**config.mk**
```make
export PLATFORM = sky130hd
export DESIGN_NAME = axi_rd_arbiter
export DESIGN_NICKNAME = d
export VERILOG_FILES = /design/src/rtl/axi_rd_arbiter_pkg.sv /design/src/rtl/axi_rd_arbiter.sv
export SDC_FILE = /design/constraint.sdc
export NUM_CORES = 1
export LEC_CHECK = 0
export ABC_AREA = 1
export BUFFER_PORTS_ARGS = -buffer_cell sky130_fd_sc_hd__buf_2
export CAP_MARGIN = 30
export CORE_MARGIN = 8
export CORE_UTILIZATION = 35
export DETAILED_ROUTE_END_ITERATION = 7
export MAX_ROUTING_LAYER = met4
export PLACE_DENSITY = 0.71
export REMOVE_ABC_BUFFERS = 1
export SLEW_MARGIN = 30
export SYNTH_ARGS = -nofsm -noshare
export SYNTH_HDL_FRONTEND = slang
export SYNTH_SLANG_ARGS = --single-unit
```
**constraint.sdc**
```tcl
create_clock -name clock -period 6 [get_ports clock]
set_input_delay 0.3 -clock clock [delete_from_list [all_inputs] [get_ports clock]]
set_output_delay 0.3 -clock clock [all_outputs]
set_load 0.03 [all_outputs]
```
**src/rtl/axi_rd_arbiter_pkg.sv**
```systemverilog
// Shared types for the two-port AXI read arbiter.
package axi_rd_arbiter_pkg;

  // Number of upstream requesters sharing the controller read port.
  localparam int NPORTS = 2;

  // Upstream port identity; also the tag bit prepended to the request ID.
  typedef enum logic {
    PORT0 = 1'b0,
    PORT1 = 1'b1
  } port_e;

endpackage

```
**src/rtl/axi_rd_arbiter.sv**
```systemverilog
// Two-port AXI4 read-channel arbiter: round-robin AR grant through a single
// registered request slot, source-tagged IDs, and tag-based R routing.
module axi_rd_arbiter
  import axi_rd_arbiter_pkg::*;
#(
  parameter int WIDTH    = 32,
  parameter int ADDRS    = 27,
  parameter int REQID    = 4,
  parameter int MAX_PEND = 4
) (
  input  logic               clock,
  input  logic               reset,
  // upstream port 0
  input  logic               s0_arvalid_i,
  output logic               s0_arready_o,
  input  logic [ADDRS-1:0]   s0_araddr_i,
  input  logic [REQID-1:0]   s0_arid_i,
  input  logic [7:0]         s0_arlen_i,
  input  logic [1:0]         s0_arburst_i,
  output logic               s0_rvalid_o,
  input  logic               s0_rready_i,
  output logic               s0_rlast_o,
  output logic [1:0]         s0_rresp_o,
  output logic [REQID-1:0]   s0_rid_o,
  output logic [WIDTH-1:0]   s0_rdata_o,
  // upstream port 1
  input  logic               s1_arvalid_i,
  output logic               s1_arready_o,
  input  logic [ADDRS-1:0]   s1_araddr_i,
  input  logic [REQID-1:0]   s1_arid_i,
  input  logic [7:0]         s1_arlen_i,
  input  logic [1:0]         s1_arburst_i,
  output logic               s1_rvalid_o,
  input  logic               s1_rready_i,
  output logic               s1_rlast_o,
  output logic [1:0]         s1_rresp_o,
  output logic [REQID-1:0]   s1_rid_o,
  output logic [WIDTH-1:0]   s1_rdata_o,
  // downstream controller port
  output logic               m_arvalid_o,
  input  logic               m_arready_i,
  output logic [ADDRS-1:0]   m_araddr_o,
  output logic [REQID:0]     m_arid_o,
  output logic [7:0]         m_arlen_o,
  output logic [1:0]         m_arburst_o,
  input  logic               m_rvalid_i,
  output logic               m_rready_o,
  input  logic               m_rlast_i,
  input  logic [1:0]         m_rresp_i,
  input  logic [REQID:0]     m_rid_i,
  input  logic [WIDTH-1:0]   m_rdata_i
);

  // Counters are 4 bits wide, so MAX_PEND is limited to 15.
  localparam logic [3:0] PEND_LIMIT = 4'(MAX_PEND);

  // Round-robin pick: returns {grant_valid, granted_port}.
  function automatic logic [1:0] rr_pick(input logic [1:0] el, input port_e last);
    logic [1:0] res;
    case (el)
      2'b01:   res = 2'b10;
      2'b10:   res = 2'b11;
      2'b11:   res = {1'b1, ~last};
      default: res = 2'b00;
    endcase
    return res;
  endfunction

  logic [NPORTS-1:0] arvalid;
  logic [NPORTS-1:0] elig;
  logic [NPORTS-1:0] ar_fire;
  logic [NPORTS-1:0] r_done;
  logic [NPORTS-1:0] gnt_onehot;
  logic [NPORTS-1:0] r_sel_onehot;

  logic       gnt_valid;
  port_e      gnt_port;
  logic       can_load;
  logic       load;
  logic       r_sel;
  logic       r_last_hs;

  logic             slot_valid_q, slot_valid_d;
  port_e            slot_port_q,  slot_port_d;
  logic [ADDRS-1:0] slot_addr_q,  slot_addr_d;
  logic [REQID-1:0] slot_id_q,    slot_id_d;
  logic [7:0]       slot_len_q,   slot_len_d;
  logic [1:0]       slot_burst_q, slot_burst_d;
  port_e            last_gnt_q,   last_gnt_d;

  assign arvalid = {s1_arvalid_i, s0_arvalid_i};

  // Grant selection among eligible ports, alternating on contention.
  always_comb begin
    logic [1:0] pick;
    pick      = rr_pick(elig, last_gnt_q);
    gnt_valid = pick[1];
    gnt_port  = port_e'(pick[0]);
  end

  // The slot accepts a new request when empty or draining this cycle;
  // reset forces arready low so nothing is accepted while it is held.
  assign can_load   = ~slot_valid_q | m_arready_i;
  assign load       = can_load & gnt_valid & ~reset;
  assign gnt_onehot = {gnt_port == PORT1, gnt_port == PORT0};
  assign ar_fire    = {NPORTS{load}} & gnt_onehot;

  assign s0_arready_o = ar_fire[0];
  assign s1_arready_o = ar_fire[1];

  // Next-state for the request slot and the round-robin pointer.
  always_comb begin
    slot_valid_d = slot_valid_q;
    slot_port_d  = slot_port_q;
    slot_addr_d  = slot_addr_q;
    slot_id_d    = slot_id_q;
    slot_len_d   = slot_len_q;
    slot_burst_d = slot_burst_q;
    last_gnt_d   = last_gnt_q;
    if (can_load) begin
      slot_valid_d = gnt_valid;
    end
    if (load) begin
      slot_port_d = gnt_port;
      last_gnt_d  = gnt_port;
      if (gnt_port == PORT1) begin
        slot_addr_d  = s1_araddr_i;
        slot_id_d    = s1_arid_i;
        slot_len_d   = s1_arlen_i;
        slot_burst_d = s1_arburst_i;
      end else begin
        slot_addr_d  = s0_araddr_i;
        slot_id_d    = s0_arid_i;
        slot_len_d   = s0_arlen_i;
        slot_burst_d = s0_arburst_i;
      end
    end
  end

  // Slot registers; last_gnt resets to port 1 so port 0 wins first contention.
  always_ff @(posedge clock) begin
    if (reset) begin
      slot_valid_q <= 1'b0;
      slot_port_q  <= PORT0;
      slot_addr_q  <= '0;
      slot_id_q    <= '0;
      slot_len_q   <= '0;
      slot_burst_q <= '0;
      last_gnt_q   <= PORT1;
    end else begin
      slot_valid_q <= slot_valid_d;
      slot_port_q  <= slot_port_d;
      slot_addr_q  <= slot_addr_d;
      slot_id_q    <= slot_id_d;
      slot_len_q   <= slot_len_d;
      slot_burst_q <= slot_burst_d;
      last_gnt_q   <= last_gnt_d;
    end
  end

  assign m_arvalid_o = slot_valid_q;
  assign m_araddr_o  = slot_addr_q;
  assign m_arid_o    = {slot_port_q, slot_id_q};
  assign m_arlen_o   = slot_len_q;
  assign m_arburst_o = slot_burst_q;

  // R routing: the ID tag bit picks the owning port, no buffering.
  assign r_sel        = m_rid_i[REQID];
  assign r_sel_onehot = {r_sel, ~r_sel};
  assign m_rready_o   = r_sel ? s1_rready_i : s0_rready_i;
  assign r_last_hs    = m_rvalid_i & m_rready_o & m_rlast_i;
  assign r_done       = {NPORTS{r_last_hs}} & r_sel_onehot;

  assign s0_rvalid_o = m_rvalid_i & ~r_sel;
  assign s1_rvalid_o = m_rvalid_i & r_sel;
  assign s0_rid_o    = m_rid_i[REQID-1:0];
  assign s1_rid_o    = m_rid_i[REQID-1:0];
  assign s0_rdata_o  = m_rdata_i;
  assign s1_rdata_o  = m_rdata_i;
  assign s0_rresp_o  = m_rresp_i;
  assign s1_rresp_o  = m_rresp_i;
  assign s0_rlast_o  = m_rlast_i;
  assign s1_rlast_o  = m_rlast_i;

  // Per-port outstanding-burst counters gating eligibility.
  for (genvar gi = 0; gi < NPORTS; gi++) begin : gen_pend
    logic [3:0] pend_q, pend_d;

    assign elig[gi] = arvalid[gi] & (pend_q < PEND_LIMIT);

    // Count up on accepted AR, down on final R beat; both cancel out.
    always_comb begin
      pend_d = pend_q;
      case ({ar_fire[gi], r_done[gi]})
        2'b10:   pend_d = pend_q + 4'd1;
        2'b01:   pend_d = pend_q - 4'd1;
        default: pend_d = pend_q;
      endcase
    end

    // Counter register.
    always_ff @(posedge clock) begin
      if (reset) begin
        pend_q <= 4'd0;
      end else begin
        pend_q <= pend_d;
      end
    end
  end

endmodule

```
==> run metrics, run 1 <==
maximum root-to-sink buffer count=2; nets=684; antenna violations before repair=0; Hold Worst Slack=0.3319 ns; Core Region=0.009639 mm2; CP Cell Sequence=nor2_2, nand3_2, nand2_2, inv_2, nor2_2, inv_2, ha_1, ha_1, nand2_1, nor2_1, nor2_1, nand2_1, nand2_1, nand2_1, a21oi_1; reg2reg path depth=15; Netlist cell types=24; area leader, netlist=dfxtp_1; Syn Area/Cell=6.844 um2; DRC=0; Crit-path slowest cell=nand2_2; row cnt=36; setup bufs post-CTS=0; Total GRT Usage=19.12%; min Tclk post-route=3.652 ns; Initial Util=35.64%; CP startpoint=gen_pend[0].pend_q[3]; Max Cap Viol=0; hold buffer count at CTS=0; skew final=0.01017 ns; final cell count without fillers=680; Peak VDD IR=0.09346 mV; chip height=115.1 um; per-cell routed wire length=18.35 um; setup TNS=0 ns; Worst path top cell family by delay=simple AND/OR/NAND/NOR gates; Final Cell Area=0.003655 mm2; Power Density=241.3 mW/mm2; Top Metal Used=met4; Port Buf Inserts=141; Worst R2R End=gen_pend[0].pend_q[3]; overflow left after global routing=0; DRT antenna net count=0; gp weighted congestion=0.8553; Inst Count DP=672; FF+latch count, synth=52; synth top area cells=dfxtp_1, nand2_1, buf_4, nand3_1, a21oi_1; CTS tree=yes; post-CTS sizing=0; worst r2r src=gen_pend[0].pend_q[3]; Mapped Area=0.003436 mm2; via count=3234; Worst-Margin Slew=0.9324 ns; hpwl dp=10.34 mm; synth warn=0; crit share post-route=60.87%; DIE AREA=0.01324 mm2; Num Clock Sinks=52; Routed met1 length=5.062 mm; WP buf/inv=2; DR WL met2=4.983 mm; Worst Hold Class=in2reg; Die Width=115.1 um; status=finished clean; register area share after synthesis=30.30%; Worst-path clk slew=0.10 ns; # diodes=0; Yosys top cell area share=30.30%; slowest cell delay on critical path=0.92 ns; CP most frequent cell=nand2_1; Tot Pwr=882.0 uW; first-pass GRT wire length=18.57 mm; CP max FO=42; worst skew pair latency=0.30 ns; largest net degree at the start of global routing=47; Slew HR=37.69%; Critical Path End=gen_pend[0].pend_q[3]; Setup-failing EPs final=0; flop-to-flop setup slack=2.35 ns; Synth Instances=502; leakage=0.001915 uW; Crit path required time=6.16 ns; CP Launch Type=flop; number of DRC markers in iteration 0=108; Setup Crit Path Kind=reg2reg; # IOs=256; vias in the first global route=3228; Max Clk Rate=273.8 MHz; Levels on crit path=15; Final Hold Fails=0; met3 WL=2.361 mm; final WL=12.48 mm; Post-Place Cell Area=0.003561 mm2; crit end category=flop; H-tree levels=2; CP arrival=3.81 ns; number of CTS-inserted buffers=5; layout cells sized above 1=32.91%; root buffer cell=clkbuf_8; area delta synth->final=6.373%; post-DR vias/cell=4.756; max-slew violations=0; DR pass1 iterations=4; unrepaired setup endpoints after global routing=no
==> worst min path at each step <==
| stage | start | to | depth (start not counted) | slack, ns |
|---|---|---|---|---|
| finish | s0_arlen_i[6] | m_arlen_o[6] | 5 | 0.33 |
| global route | s0_araddr_i[13] | m_araddr_o[13] | 5 | 0.33 |
| CTS | s0_arlen_i[4] | m_arlen_o[4] | 5 | 0.32 |
| detailed placement | m_arlen_o[5] | m_arlen_o[5] | 2 | 0.46 |
| global placement | m_araddr_o[4] | m_araddr_o[4] | 2 | 0.45 |
| floorplan | reset | m_araddr_o[10] | 1 | 0.36 |
==> layer usage <==
layer  vias up  GRT usage [%]
li1       1582              -
met5         -              -
met4         0          3.678
met2       216          26.11
met3         6          16.75
met1      1430          20.43
==> kinds of logic after synthesis <==
logic type	synth area share, %
AOI/OAI and AO/OA	9.395
DFF	30.30
xor gates and xnor gates	1.529
and+or+nand+nor	30.66
adders and majority gates	3.350
buffers and inverters	24.76
==> final cells by class <==
class                           instances  area (um2)
Fill cell                            1076        5984
Multi-Input combinational cell        321        1549
Sequential cell                        52        1041
Timing Repair Buffer                  142       713.2
Tap cell                              133       166.4
Inverter                               24       91.34
Clock buffer                            7       86.33
Clock inverter                          1       7.507
==> worst min-delay path, stage by stage <==
cell	delay, ns
buf_2	0.10
nand2_1	0.05
nand2_1	0.05
nand2_1	0.05
a21oi_1	0.05
==> flip-flops by register name (all words and copies together), names as in the netlist <==
signal,flops
slot_id_q,4
slot_port_q,1
last_gnt_q,1
m_arlen_o,8
m_arburst_o,2
m_arvalid_o,1
m_araddr_o,27
gen_pend.pend_q,8
==> cells in the final DEF, fill, tap and decap left out <==
cell / instances
clkinvlp_4: 1
nand2_2: 12
clkinv_2: 1
nor3_1: 1
inv_1: 20
dfxtp_1: 52
nor2_2: 2
buf_4: 1
clkbuf_8: 6
nand3_4: 1
ha_1: 6
inv_2: 3
nand3_2: 1
fa_1: 2
buf_2: 141
nand3_1: 43
xor2_1: 2
xnor2_1: 4
a21oi_1: 38
clkbuf_1: 1
o21ai_0: 9
nor2_1: 8
a21oi_2: 10
nor4_1: 1
nor2_4: 1
nand2_1: 180
==> synth_stat cells <==
library cell	instances
xor2_1	2
nand3_2	1
a21oi_1	38
buf_2	13
buf_4	83
nand3_1	43
nor2_1	8
ha_1	6
dfxtp_1	52
nand2_1	180
xnor2_1	4
nor3_1	1
buf_6	5
o21ai_0	9
nand3_4	1
nand2_2	12
a21oi_2	10
fa_1	2
nor4_1	1
nor2_2	3
inv_1	20
clkbuf_1	4
clkinv_2	1
inv_2	3
==> where the power goes <==
| part | internal (uW) | switching, uW |
|---|---|---|
| logic | 93.0 | 192 |
| registers | 374 | 17.0 |
| clock network | 94.0 | 112 |
==> per-stage QoR <==
step | util, % | setup WS (ns)
3_5_place_dp | 36.94 | 2.260
3_3_place_gp | 36.94 | 2.427
2_1_floorplan | - | 2.735
4_1_cts | 37.92 | 2.271
6_report | 37.92 | 2.348
5_1_grt | 37.92 | 1.983
Note: power is estimated with default switching activity, not from simulation.
==> inputs of run 2 (changes only) <==
ABC_AREA = 0   (was 1)
PLACE_DENSITY = 0.78   (was 0.71)
clock period = 3.2 ns   (was 6 ns; I/O delays follow)
==> run 2 against run 1 <==
Routed wire length down 18%; utilization up 1.5 points; clock skew down 0.00061 ns; largest cell class is now flip-flops and latches; final area down 12%; combinational power up 40%; register-to-register slack worse by 2.0 ns; final cell count down 26%; fmax up 30%; non-clock buffer count up 4; critical path type unchanged; sequential power up 89%; synthesized area down 15%; worst setup slack worse by 2.0 ns.
==> run metrics, run 2 <==
# diodes=0 (unchanged); Hold Worst Slack=0.07493 ns (was 0.3319 ns); hpwl dp=8.627 mm (was 10.34 mm); Die Width=107.5 um (was 115.1 um); slowest cell delay on critical path=0.60 ns (was 0.92 ns); Top FF cell, synth=dfxtp_1 (unchanged); setup bufs post-CTS=0 (unchanged); Mapped Area=0.002932 mm2 (was 0.003436 mm2); FF+latch count, synth=52 (unchanged); CP most frequent cell=a21oi_1 (was nand2_1); H-tree levels=2 (unchanged); Crit-path slowest cell=or4_2 (was nand2_2); crit share post-route=87.63% (was 60.87%); Setup Crit Path Kind=reg2reg (unchanged); chip height=107.5 um (was 115.1 um); multi-input logic area=999.7 um2 (was 0.001549 mm2); Worst path top cell family by delay=simple AND/OR/NAND/NOR gates (unchanged); Worst-path clk slew=0.11 ns (was 0.10 ns); number of CTS-inserted buffers=5 (unchanged); largest net degree at the start of global routing=43 (was 47); DRT antenna net count=0 (unchanged); Final Cell Area=0.003222 mm2 (was 0.003655 mm2); root buffer cell=clkbuf_8 (unchanged); status=finished clean (unchanged); leakage=0.001497 uW (was 0.001915 uW); via count=2425 (was 3234); Total GRT Usage=17.41% (was 19.12%); Levels on crit path=9 (was 15); maximum root-to-sink buffer count=2 (unchanged); register area share after synthesis=35.51% (was 30.30%); CTS tree=yes (unchanged); # IOs=256 (unchanged); max reg flops=27 (unchanged); Setup-failing EPs final=0 (unchanged); worst skew pair latency=0.30 ns (about the same); hold depth=3 (was 5); area leader, netlist=dfxtp_1 (unchanged); vias in the first global route=2547 (was 3228); DIE AREA=0.01156 mm2 (was 0.01324 mm2); max-slew violations=0 (unchanged); row cnt=33 (was 36); Syn Area/Cell=8.648 um2 (was 6.844 um2); Netlist cell types=32 (was 24); Post-synth EDFFs=0 (unchanged); Port Buf Inserts=141 (unchanged); number of DRC markers in iteration 0=105 (was 108); Worst Hold Class=in2reg (unchanged); Yosys top cell area share=35.51% (was 30.30%); Final Hold Fails=0 (unchanged); Post-Place Cell Area=0.003107 mm2 (was 0.003561 mm2); post-layout util=39.41% (was 37.92%); reg2reg path depth=9 (was 15); Power Density=497.7 mW/mm2 (was 241.3 mW/mm2); post-DR vias/cell=4.812 (was 4.756); most frequent cells after synthesis=buf_4, dfxtp_1, inv_1, a22oi_1, o21ai_0 (was nand2_1, buf_4, dfxtp_1, nand3_1, a21oi_1); Core Region=0.008175 mm2 (was 0.009639 mm2); per-cell routed wire length=20.21 um (was 18.35 um); area delta synth->final=9.902% (was 6.373%); CP max FO=4 (was 42); hold buffer count at CTS=0 (unchanged); setup TNS=0 ns (unchanged); final WL=10.19 mm (was 12.48 mm); CP Cell Sequence=or3b_4, nor4_4, inv_1, ha_1, ha_1, a21oi_1, a21oi_1, or4_2, a21oi_1 (was nor2_2, nand3_2, nand2_2, inv_2, nor2_2, inv_2, ha_1, ha_1, nand2_1, nor2_1, nor2_1, nand2_1, nand2_1, nand2_1, a21oi_1); overflow left after global routing=0 (unchanged); Fill cells=835 (was 1076); Worst-Margin Slew=0.5795 ns (was 0.9324 ns); FF/Latch Area=0.001041 mm2 (unchanged); crit end category=flop (unchanged); post-CTS sizing=0 (unchanged); most frequent cells in the layout=buf_2, dfxtp_1, inv_1, a22oi_1, o21ai_0 (was nand2_1, buf_2, dfxtp_1, nand3_1, a21oi_1); synth warn=0 (unchanged); Slew HR=60.84% (was 37.69%); WP buf/inv=1 (was 2); Max Clk Rate=356.6 MHz (was 273.8 MHz); Synth Instances=339 (was 502); Post-synth ARST share=0% (unchanged); first-pass GRT wire length=14.76 mm (was 18.57 mm); skew final=0.009559 ns (was 0.01017 ns); CP arrival=3.03 ns (was 3.81 ns); cell with the most instances after synthesis=buf_4 (was nand2_1); DRC=0 (unchanged); Max Cap Viol=0 (unchanged); Num Clock Sinks=52 (unchanged); antenna violations before repair=0 (unchanged); layout cells sized above 1=41.85% (was 32.91%); unrepaired setup endpoints after global routing=no (unchanged); Crit path required time=3.43 ns (was 6.16 ns); commonest non-fill, non-tap cell in the layout=buf_2 (was nand2_1); Peak VDD IR=0.2979 mV (was 0.09346 mV); DR pass1 iterations=4 (unchanged); nets=536 (was 684); CP Launch Type=flop (unchanged); synth top area cells=dfxtp_1, buf_4, a22oi_1, inv_1, o21ai_0 (was dfxtp_1, nand2_1, buf_4, nand3_1, a21oi_1); Initial Util=35.86% (was 35.64%); gp weighted congestion=0.7887 (was 0.8553); min Tclk post-route=2.804 ns (was 3.652 ns)
-- run 2: cell count changes after synthesis, sizes merged, moves of 4 or more --
| cell | previous run | this run |
|---|---|---|
| nand3 | 45 | 2 |
| a21oi | 48 | 11 |
| xnor2 | 4 | 0 |
| o21ai | 9 | 42 |
| buf | 101 | 88 |
| a22oi | 0 | 41 |
| inv | 23 | 51 |
| nand2 | 192 | 3 |
-- run 2: per-layer routing --
metal	track usage (%)	routed length, um
met5	-	0
met4	2.676	36
met2	22.41	4055
met3	15.51	2000
met1	19.77	4095
-- run 2: final timing paths --
path	slack, ns	endpoint	start
worst min register to register	0.46	m_arlen_o[4]	m_arlen_o[4]
worst max register to register	0.40	gen_pend[1].pend_q[3]	gen_pend[1].pend_q[3]
worst max-delay path	0.40	gen_pend[1].pend_q[3]	gen_pend[1].pend_q[3]
worst min-delay path	0.07	m_arburst_o[0]	s0_arburst_i[0]
-- run 2: area by class of cell --
type	count	area share, %
clock inverters	3	1.437
well taps	105	4.078
multi-input cells	142	31.03
repair buffers	146	23.07
flip-flops and latches	52	32.31
inverters	51	5.942
clock buffers	5	2.136
-- run 2: cells by family after synthesis --
kind of cell,after synthesis,share of synthesized area [%]
xor gates and xnor gates,4,1.195
buffers and inverters,145,30.39
and+or+nand+nor,32,7.128
AOI/OAI and AO/OA,98,21.85
adders and majority gates,8,3.927
DFF,52,35.51
-- run 2: report_power, final --
group / switching, uW / internal, uW / leakage (uW)
clock network: 228 / 236 / 0.0000548
logic: 258 / 142 / 0.00101
registers: 31.3 / 709 / 0.000429
total: 517 / 1090 / 0.00150
-- run 2: worst register-to-register path, stage by stage (launching register included) --
cell	delay [ns]
dfxtp_1	0.34
or3b_4	0.41
nor4_4	0.27
inv_1	0.08
ha_1	0.24
ha_1	0.33
a21oi_1	0.17
a21oi_1	0.10
or4_2	0.60
a21oi_1	0.17
-- run 2: stage by stage --
stage          power [uW]  cells  worst slack [ns]
3_5_place_dp         1157    496            0.4078
6_report             1604    504            0.3958
4_1_cts              1634    504            0.3799
5_1_grt              1696    504            0.2078
2_1_floorplan       993.4    245           -0.7130
3_3_place_gp         1147    496            0.5244
==> inputs of run 3 (changes only) <==
CELL_PAD_IN_SITES_DETAIL_PLACEMENT = 0   (was not set)
CELL_PAD_IN_SITES_GLOBAL_PLACEMENT = 2   (was not set)
CORE_UTILIZATION = 17   (was 35)
PLACE_DENSITY = not set   (was 0.78)
PLACE_DENSITY_LB_ADDON = 0.1   (was not set)
==> run 3 against run 2 <==
First-iteration DRC count up 24%; total power increased by 12%; worst setup slack better by 0.046 ns; combinational power increased by 2%; largest cell class unchanged; sequential share of layout area decreased by 2.0 points; clock skew fell by 0.0054 ns.
==> run metrics, run 3 (synthesis gave the netlist of run 2 again) <==
root buffer cell=clkbuf_16 (was clkbuf_8); skew final=0.004151 ns (was 0.009559 ns); via count=2449 (was 2425); beginning of the worst hold path=s0_araddr_i[26] (was s0_arburst_i[0]); CP Launch Type=flop (unchanged); H-tree levels=2 (unchanged); Worst-path clk slew=0.08 ns (was 0.11 ns); crit end category=flop (unchanged); max reg flops=27 (unchanged); unrepaired setup endpoints after global routing=no (unchanged); layout cells sized above 1=41.71% (was 41.85%); row cnt=48 (was 33); hold depth=3 (unchanged); Port Buf Inserts=141 (unchanged); Num Clock Sinks=52 (unchanged); Sw Ratio=31.85% (was 32.26%); Tot Pwr=1790 uW (was 1604 uW); sequential fraction of design power=41.2% (was 46.1%); Worst R2R End=gen_pend[1].pend_q[3] (unchanged); reg2reg path depth=9 (unchanged); Worst Hold Class=in2reg (unchanged); Max Cap Viol=0 (unchanged); per-cell routed wire length=19.83 um (was 20.21 um); vias in the first global route=2618 (was 2547); Setup-failing EPs final=0 (unchanged); first-pass GRT wire length=17.86 mm (was 14.76 mm); CP max FO=4 (unchanged); Worst-Margin Slew=0.5313 ns (was 0.5795 ns); Total GRT Usage=11.61% (was 17.41%); flop-to-flop setup slack=0.44 ns (was 0.40 ns); Comb pwr share=22.9% (was 24.9%); worst skew pair latency=0.30 ns (about the same); maximum root-to-sink buffer count=2 (unchanged); number of CTS-inserted buffers=5 (unchanged); Peak VDD IR=0.1889 mV (was 0.2979 mV); CTS tree=yes (unchanged); P_int=1220 uW (was 1086 uW); gp weighted congestion=0.6590 (was 0.7887); Fill cells=1945 (was 835); Slew HR=64.08% (was 60.84%); Final Hold Fails=0 (unchanged); Clock Power Share=35.9% (was 29.0%); commonest non-fill, non-tap cell in the layout=buf_2 (unchanged); area delta synth->final=17.07% (was 9.902%); worst r2r src=gen_pend[1].pend_q[3] (unchanged); Core Region=0.01706 mm2 (was 0.008175 mm2); antenna violations before repair=1 (was 0); hold buffer count at CTS=0 (unchanged); number of DRC markers in iteration 0=130 (was 105); hpwl dp=9.542 mm (was 8.627 mm); post-CTS sizing=0 (unchanged); max-slew violations=0 (unchanged); largest net degree at the start of global routing=43 (unchanged); WHS Endpoint=m_araddr_o[26] (was m_arburst_o[0]); nets=535 (was 536); Die Width=147.3 um (was 107.5 um); NetSw=570.0 uW (was 517.3 uW); Setup Crit Path Kind=reg2reg (unchanged); setup TNS=0 ns (unchanged); # IOs=256 (unchanged); crit share post-route=86.19% (was 87.63%); Crit path required time=3.44 ns (was 3.43 ns); DRT antenna net count=0 (unchanged); post-DR vias/cell=3.925 (was 4.812); final WL=12.38 mm (was 10.19 mm); most frequent cells in the layout=buf_2, dfxtp_1, inv_1, a22oi_1, o21ai_0 (unchanged); DR pass1 iterations=4 (unchanged); status=finished clean (unchanged); Max Clk Rate=362.6 MHz (was 356.6 MHz); chip height=147.3 um (was 107.5 um); min Tclk post-route=2.758 ns (was 2.804 ns); setup bufs post-CTS=0 (unchanged); leakage=0.001523 uW (was 0.001497 uW); CP arrival=3.00 ns (was 3.03 ns); overflow left after global routing=0 (unchanged); DIE AREA=0.02170 mm2 (was 0.01156 mm2); Power Density=521.5 mW/mm2 (was 497.7 mW/mm2); Initial Util=17.19% (was 35.86%); DRC=0 (unchanged)
run 3: power groups by stage:
stage                     clock network, uW  logic [uW]  registers, uW
after floorplan                           0         131            862
after global placement                    0         424            752
after detailed placement                  0         422            753
after CTS                               687         423            740
after global routing                    715         454            749
final                                   642         409            738
run 3: per-layer routing:
layer  global-route usage, %  routed length [um]
met5                       -                   0
met1                   15.09                5986
met4                   3.213                 132
met2                   12.68                4252
met3                   9.382                2004
run 3: worst max path at each step:
stage,from,to,cells past startpoint,slack (ns)
6_report,gen_pend[1].pend_q[3],gen_pend[1].pend_q[3],9,0.44
3_3_place_gp,gen_pend[1].pend_q[3],gen_pend[1].pend_q[3],9,0.46
5_1_grt,gen_pend[1].pend_q[3],gen_pend[1].pend_q[3],9,0.29
3_5_place_dp,gen_pend[1].pend_q[3],gen_pend[1].pend_q[3],9,0.45
4_1_cts,gen_pend[1].pend_q[3],gen_pend[1].pend_q[3],9,0.43
2_1_floorplan,gen_pend[1].pend_q[3],gen_pend[1].pend_q[3],9,-0.71
run 3: final cells by class:
class | instances | area, um2 | area share [%]
Multi-Input combinational cell | 142 | 999.7 | 29.13
Inverter | 51 | 191.4 | 5.578
Antenna cell | 1 | 2.502 | 0.07291
Clock inverter | 3 | 42.54 | 1.240
Timing Repair Buffer | 145 | 748.2 | 21.80
Clock buffer | 5 | 125.1 | 3.646
Sequential cell | 52 | 1041 | 30.33
Tap cell | 225 | 281.5 | 8.203
run 3: through the flow:
step           hold WS [ns]  cell area, um2  utilization [%]  setup WS, ns  std cells
2_1_floorplan        0.2291            2232                -       -0.7130        245
4_1_cts             0.05341            3430            20.11        0.4311        623
6_report            0.07072            3432            20.12        0.4418        624
5_1_grt             0.07106            3432            20.12        0.2936        624
3_3_place_gp         0.3205            3262            19.12        0.4578        615
3_5_place_dp         0.3205            3262            19.12        0.4525        615
run 3: worst max-delay path, cell delays in order, from the launching register on:
cell and delay [ns]:
dfxtp_1 0.34, or3b_4 0.42, nor4_4 0.27, inv_1 0.08, ha_1 0.24, ha_1 0.33, a21oi_1 0.17, a21oi_1 0.10
or4_2 0.60, a21oi_1 0.14
